### src/rtl/perf_pkg.sv
// Shared definitions for the performance-counter bank: read-FSM encoding,
// default geometry and the event-strobe index map used by the core.
// Optional feature macro: PERF_CNT_SAT_EN (saturating counters with sticky overflow).
package perf_pkg;

  // Read FSM state encoding
  localparam logic [0:0] RD_IDLE = 1'b0;
  localparam logic [0:0] RD_RESP = 1'b1;

  // Default bank geometry
  localparam int PERF_N_CNT = 16;
  localparam int PERF_CNT_W = 64;

  // Event strobe positions in the evt vector as wired by the core
  localparam int EVT_CYCLE    = 0;
  localparam int EVT_INST     = 1;
  localparam int EVT_LOAD     = 2;
  localparam int EVT_STORE    = 3;
  localparam int EVT_IF_STALL = 4;
  localparam int EVT_LD_STALL = 5;
  localparam int EVT_BR       = 6;
  localparam int EVT_BR_MISS  = 7;

endpackage

### src/rtl/perf_cnt_slice.sv
// One performance counter: increments on an unfrozen event strobe, clear has priority.
// Latency: new value registered at the edge after the strobe.
// PERF_CNT_SAT_EN: saturate at all-ones and raise sticky ovf; otherwise wrap and ovf=0.
module perf_cnt_slice #(
  parameter int CNT_W = 64
) (
  input  logic             clk,
  input  logic             rst,
  input  logic             evt,
  input  logic             freeze,
  input  logic             clr,
  output logic [CNT_W-1:0] cnt,
  output logic             ovf
);

  logic inc;
  assign inc = evt & ~freeze;

`ifdef PERF_CNT_SAT_EN
  logic at_max;
  assign at_max = &cnt;

  // Saturating count; the first increment refused at all-ones latches ovf
  always_ff @(posedge clk or negedge rst) begin
    if (!rst) begin
      cnt <= '0;
      ovf <= 1'b0;
    end else if (clr) begin
      cnt <= '0;
      ovf <= 1'b0;
    end else if (inc) begin
      if (at_max) ovf <= 1'b1;
      else        cnt <= cnt + CNT_W'(1);
    end
  end
`else
  // Free-running count, wraps modulo 2^CNT_W
  always_ff @(posedge clk or negedge rst) begin
    if (!rst)     cnt <= '0;
    else if (clr) cnt <= '0;
    else if (inc) cnt <= cnt + CNT_W'(1);
  end

  assign ovf = 1'b0;
`endif

endmodule

### src/rtl/perf_cnt_bank.sv
// Bank of N_CNT event counters read one 32-bit word at a time with a coherent lo/hi snapshot.
// Latency: response valid 1 cycle after the request handshake; one read per 2 cycles max.
// Backpressure: rd_data held and requests refused until rd_resp_ready. Macro: PERF_CNT_SAT_EN.
module perf_cnt_bank
  import perf_pkg::*;
#(
  parameter int N_CNT = PERF_N_CNT,
  parameter int CNT_W = PERF_CNT_W,
  parameter int IDX_W = $clog2(N_CNT)
) (
  input  logic             clk,
  input  logic             rst,
  input  logic [N_CNT-1:0] evt,
  input  logic             freeze,
  input  logic             clr,
  input  logic [N_CNT-1:0] clr_mask,
  input  logic             rd_req_valid,
  output logic             rd_req_ready,
  input  logic [IDX_W-1:0] rd_idx,
  input  logic             rd_hi,
  output logic             rd_resp_valid,
  input  logic             rd_resp_ready,
  output logic [31:0]      rd_data,
  output logic [N_CNT-1:0] ovf
);

  logic [CNT_W-1:0] cnt [N_CNT];
  logic [0:0]       state;
  logic [CNT_W-1:0] snap;
  logic [IDX_W-1:0] snap_idx;
  logic             snap_v;
  logic [CNT_W-1:0] sel_cnt;
  logic             sel_hit;
  logic             snap_match;
  logic             req_fire;
  logic             resp_fire;
  logic [31:0]      rd_word;

  for (genvar k = 0; k < N_CNT; k++) begin : g_slice
    perf_cnt_slice #(.CNT_W(CNT_W)) u_slice (
      .clk    (clk),
      .rst    (rst),
      .evt    (evt[k]),
      .freeze (freeze),
      .clr    (clr & clr_mask[k]),
      .cnt    (cnt[k]),
      .ovf    (ovf[k])
    );
  end

  assign rd_req_ready  = (state == RD_IDLE);
  assign rd_resp_valid = (state == RD_RESP);
  assign req_fire      = rd_req_valid & rd_req_ready;
  assign resp_fire     = rd_resp_valid & rd_resp_ready;
  assign snap_match    = snap_v && (snap_idx == rd_idx);

  // Counter select; an index past the last counter selects nothing
  always_comb begin
    sel_cnt = '0;
    sel_hit = 1'b0;
    for (int k = 0; k < N_CNT; k++) begin
      if (rd_idx == IDX_W'(k)) begin
        sel_cnt = cnt[k];
        sel_hit = 1'b1;
      end
    end
  end

  // Word to return: low word live, high word from snapshot when it belongs to this index
  always_comb begin
    rd_word = '0;
    if (sel_hit) begin
      if (!rd_hi)          rd_word = sel_cnt[31:0];
      else if (snap_match) rd_word = 32'(snap >> 32);
      else                 rd_word = 32'(sel_cnt >> 32);
    end
  end

  // Read FSM: IDLE accepts a request, RESP holds the answer until taken
  always_ff @(posedge clk or negedge rst) begin
    if (!rst) begin
      state <= RD_IDLE;
    end else begin
      case (state)
        RD_IDLE: if (req_fire)  state <= RD_RESP;
        RD_RESP: if (resp_fire) state <= RD_IDLE;
        default: state <= RD_IDLE;
      endcase
    end
  end

  // Response data and snapshot; a new low read overrides a same-cycle clear of the old snapshot
  always_ff @(posedge clk or negedge rst) begin
    if (!rst) begin
      rd_data  <= '0;
      snap     <= '0;
      snap_idx <= '0;
      snap_v   <= 1'b0;
    end else begin
      if (clr && clr_mask[snap_idx]) snap_v <= 1'b0;
      if (req_fire) begin
        rd_data <= rd_word;
        if (sel_hit) begin
          if (!rd_hi) begin
            snap     <= sel_cnt;
            snap_idx <= rd_idx;
            snap_v   <= 1'b1;
          end else if (snap_match) begin
            snap_v <= 1'b0;
          end
        end
      end
    end
  end

endmodule

### config.mk
export PLATFORM = sky130hd
export DESIGN_NAME = perf_cnt_bank
export DESIGN_NICKNAME = d
export VERILOG_FILES = /design/src/rtl/perf_pkg.sv /design/src/rtl/perf_cnt_slice.sv /design/src/rtl/perf_cnt_bank.sv
export SDC_FILE = /design/constraint.sdc
export NUM_CORES = 2
export LEC_CHECK = 0
export ABC_AREA = 1
export CELL_PAD_IN_SITES_DETAIL_PLACEMENT = 1
export CELL_PAD_IN_SITES_GLOBAL_PLACEMENT = 2
export CORE_UTILIZATION = 39
export CTS_CLUSTER_SIZE = 40
export DETAILED_ROUTE_END_ITERATION = 12
export GPL_TIMING_DRIVEN = 1
export PLACE_DENSITY_LB_ADDON = 0.1
export SETUP_SLACK_MARGIN = 0.15
export SLEW_MARGIN = 20
export SYNTH_ARGS = -nofsm -noshare
export SYNTH_HDL_FRONTEND = slang
export SYNTH_SLANG_ARGS = --single-unit
### constraint.sdc
create_clock -name clk -period 6.6 [get_ports clk]
set_input_delay 0.99 -clock clk [delete_from_list [all_inputs] [get_ports clk]]
set_output_delay 0.99 -clock clk [all_outputs]
set_load 0.01 [all_outputs]
==> reports/qor.yml <==
detailed_routing:
  drt_iter0_markers: 6868
  dr.pass1.iters: 5
  ant_nets: 0
  post-route-drc-count: 0
  routed_wirelength_um: 342000
  wl_per_cell_um: 27.2
  detail_route.vias_per_cell: 5.86
  route.vias.total: 73700
synthesis:
  async_flop_share_pct: 100
  syn-instance-count: 10100
  ys.flop_type: "sky130_fd_sc_hd__dfrtp_1"
  syn_area_per_cell_um2: 6.79
  yosys_register_bits: 1094
  synth.yosys.warnings: 0
  yosysSeqAreaShare_pct: 40.0
  yosysUniqueCellTypes: 75
  post_synth_instance_area_um2: 68500
  synth_enable_flop_cells: 0
sta:
  fin_worst_skew_ns: 0.0247
  worst_slew_pin_slew_ns: 1.14
  finalHoldViolations: 0
  final.setup.tns_ns: 0
  report.final.setup_viol: 0
  min_period_over_period_pct: 80.3
  setup_repair_after_global_routing_missed_its_margin: "no"
  timing.fmax_mhz: 189
  relSlewSlack_pct: 23.7
  final_period_minus_worst_setup_slack_ns: 5.30
  timing_max_transition_violations_final: 0
  worst_slack_ns: 1.30
cts:
  htree_levels: 4
  clock_insertion_delay_worst_skew_ns: 0.81
  postCtsSetupBuffers: 0
  clk_pin_slew_worst_paths_ns: 0.06
  clock_tree_buffer_depth: 3
  cts_sinks: 1094
  postCtsHoldBufs: 0
  clock_tree_root_buffer_cell: "sky130_fd_sc_hd__clkbuf_16"
  tritoncts.num_buffers: 143
  cts_tree: "built"
  postCtsResizedCells: 0
setup_path:
  setup_crit_start_kind: "input port"
  critPathMaxFanout: 34
  number_of_cells_traversed_by_the_worst_register_to_register_path: 12
  timing.critical_path.cells: "clkdlybuf4s50_1, inv_1, nor2_1, nand2_1, buf_4, nor2_1, nor2_1, nand3_1, nor3_1, nand4_1, nor2_1, nand4_1, nand2_1, a21oi_1, nand2_1, nand2_1"
  setup.reg_to_reg.worst_slack_ns: 2.77
  worst_path_max_delay_cell: "sky130_fd_sc_hd__nor3_1"
  critical-path-max-stage-delay_ns: 0.78
  required_time_reported_for_the_critical_path_endpoint_ns: 7.29
  crit_arrival_ns: 5.99
  worst_path_dominant_cell_family: "simple AND/OR/NAND/NOR gates"
  endpoint_kind: "flip-flop"
  critical_path.reg2reg.startpoint: "g_slice[1].u_slice.cnt[24]"
  critical_path.n_buffers_inverters: 3
  r2r-end: "rd_data[24]"
  critPathKind: "input port to flip-flop"
place:
  place_ws_ns: 0.587
  gpl.final_weighted_congestion: 1.00
  port_buffers: 76
  place_hpwl_um: 272000
  dpl-instance-area_um2: 71800
cells_and_area:
  design.final.nets: 10200
  layout.cells.most_common_list: "sky130_fd_sc_hd__nand2_1 (2234), sky130_fd_sc_hd__inv_1 (1417), sky130_fd_sc_hd__nor2_1 (1098), sky130_fd_sc_hd__dfrtp_1 (1094), sky130_fd_sc_hd__a21oi_1 (936)"
  syn_to_final_growth_pct: 11.6
  drive_gt1_share_pct: 5.59
  final_common_cell: "sky130_fd_sc_hd__nand2_1"
  stdcell_area_um2: 76400
die:
  io-pin-count: 93
  die_height_um: 421
  dieArea_um2: 177000
  start_util_pct: 39.3
  fp.coreArea_um2: 174000
  die_w_um: 421
  placementRows: 153
power:
  vdd.ir_drop.worst_v: 0.000232
  totalPowerFinal_mw: 16.5
  power.leakage_nw: 30.8
  power_density_over_cell_area_nw_per_um2: 215
global_route:
  grt_max_degree: 156
  grt_pass1_wl_um: 504000
  grt_antenna_before_repair: 8
  via_count_of_the_first_global_routing_pass: 73600
  global_route.usage.total_pct: 37.9
  global_route.overflow_total: 0
worst_hold_path:
  timing.hold.worst.class: "input port to asynchronous set/reset pin"
outcome:
  result_of_the_run: "complete, no violations"
flow_run:
  max-cap-violations: 0
sequential cells by signal (all words and copies together) (netlist names):
name and cells:
g_slice.u_slice.cnt 1024, rd_data 32, rd_resp_valid 1, snap 32
snap_idx 4, snap_v 1
power by group:
group          total, mW  internal [mW]  leakage (nW)  switching [mW]
registers           7.11           6.88          15.2           0.223
logic               1.39          0.366          13.4            1.02
clock network       7.96           4.65          2.26            3.31
metal layers:
layer | part of all wire (%) | vias up | global-route usage, %
met5 | 0 | - | 0
met4 | 6.2 | 0 | 20.6
met3 | 5.5 | 590 | 4.12
met2 | 45 | 2469 | 58.7
met1 | 44 | 37100 | 51.9
li1 | - | 33500 | -
worst max-delay path by stage:
stage	from	endpoint	cells after the start
2_1_floorplan	clr	g_slice[15].u_slice.cnt[54]	17
4_1_cts	rd_idx[1]	rd_data[24]	16
5_1_grt	rd_idx[1]	rd_data[24]	16
3_5_place_dp	rd_idx[1]	rd_data[24]	16
3_3_place_gp	rd_idx[1]	rd_data[24]	16
6_report	rd_idx[1]	rd_data[24]	16
cell type report:
class                           count  area, µm²
Antenna cell                        7       17.5
Timing Repair Buffer              151       1400
Clock inverter                     33        338
Sequential cell                  1094      27400
Fill cell                       22500      97800
Inverter                         1484       5570
Multi-Input combinational cell   7255      34600
Tap cell                         2325       2910
Clock buffer                      216       4240
synth_stat cells, types with 9 or more instances:
cell / n / area, µm²
sky130_fd_sc_hd__nand2_1: 2236 / 8390
sky130_fd_sc_hd__inv_1: 1418 / 5320
sky130_fd_sc_hd__nor2_1: 1111 / 4170
sky130_fd_sc_hd__dfrtp_1: 1094 / 27400
sky130_fd_sc_hd__a21oi_1: 936 / 4680
sky130_fd_sc_hd__o21ai_0: 782 / 3910
sky130_fd_sc_hd__nor3_1: 553 / 2770
sky130_fd_sc_hd__nand3_1: 504 / 2520
sky130_fd_sc_hd__nand4_1: 419 / 2620
sky130_fd_sc_hd__clkbuf_1: 225 / 845
sky130_fd_sc_hd__nor4_1: 147 / 920
sky130_fd_sc_hd__o21a_1: 86 / 646
sky130_fd_sc_hd__nor2_2: 64 / 400
sky130_fd_sc_hd__inv_2: 53 / 199
sky130_fd_sc_hd__a31oi_1: 38 / 238
sky130_fd_sc_hd__o21ai_1: 29 / 145
sky130_fd_sc_hd__nor3b_1: 28 / 210
sky130_fd_sc_hd__nand2_2: 24 / 150
sky130_fd_sc_hd__or2_2: 22 / 138
sky130_fd_sc_hd__buf_4: 21 / 158
sky130_fd_sc_hd__and3_1: 18 / 113
sky130_fd_sc_hd__nor3_2: 18 / 180
sky130_fd_sc_hd__ha_1: 16 / 200
sky130_fd_sc_hd__nor2_4: 15 / 169
sky130_fd_sc_hd__a211oi_1: 13 / 97.6
sky130_fd_sc_hd__a2bb2oi_1: 13 / 114
sky130_fd_sc_hd__buf_1: 12 / 45.0
sky130_fd_sc_hd__buf_2: 12 / 60.1
sky130_fd_sc_hd__clkinv_1: 12 / 45.0
sky130_fd_sc_hd__or2_0: 12 / 75.1
sky130_fd_sc_hd__nand3_2: 11 / 110
sky130_fd_sc_hd__nor4_2: 10 / 125
sky130_fd_sc_hd__mux2_2: 9 / 101
sky130_fd_sc_hd__o221a_2: 9 / 101
through the flow:
step,util [%],hold WS [ns],cells
3_5_place_dp,41.2,0.459,12300
3_3_place_gp,41.2,0.452,12300
5_1_grt,43.9,0.182,12600
6_report,43.9,0.128,12600
2_1_floorplan,-,0.430,10100
4_1_cts,43.8,0.191,12600
logic make-up (layout without fill, tap and decap cells):
logic type,Yosys count,in the layout,share of synthesized area [%]
AND/OR/NAND/NOR,5241,5241,34.4
AO/OA/AOI/OAI,1964,1964,15.2
buffers and inverters,1756,1884,9.80
flip-flops,1094,1094,40.0
adder cells (fa/ha/maj),16,16,0.292
XOR/XNOR,9,9,0.115
multiplexers,9,9,0.148
other,1,23,0.00548
(Power assumes the default switching activity.)
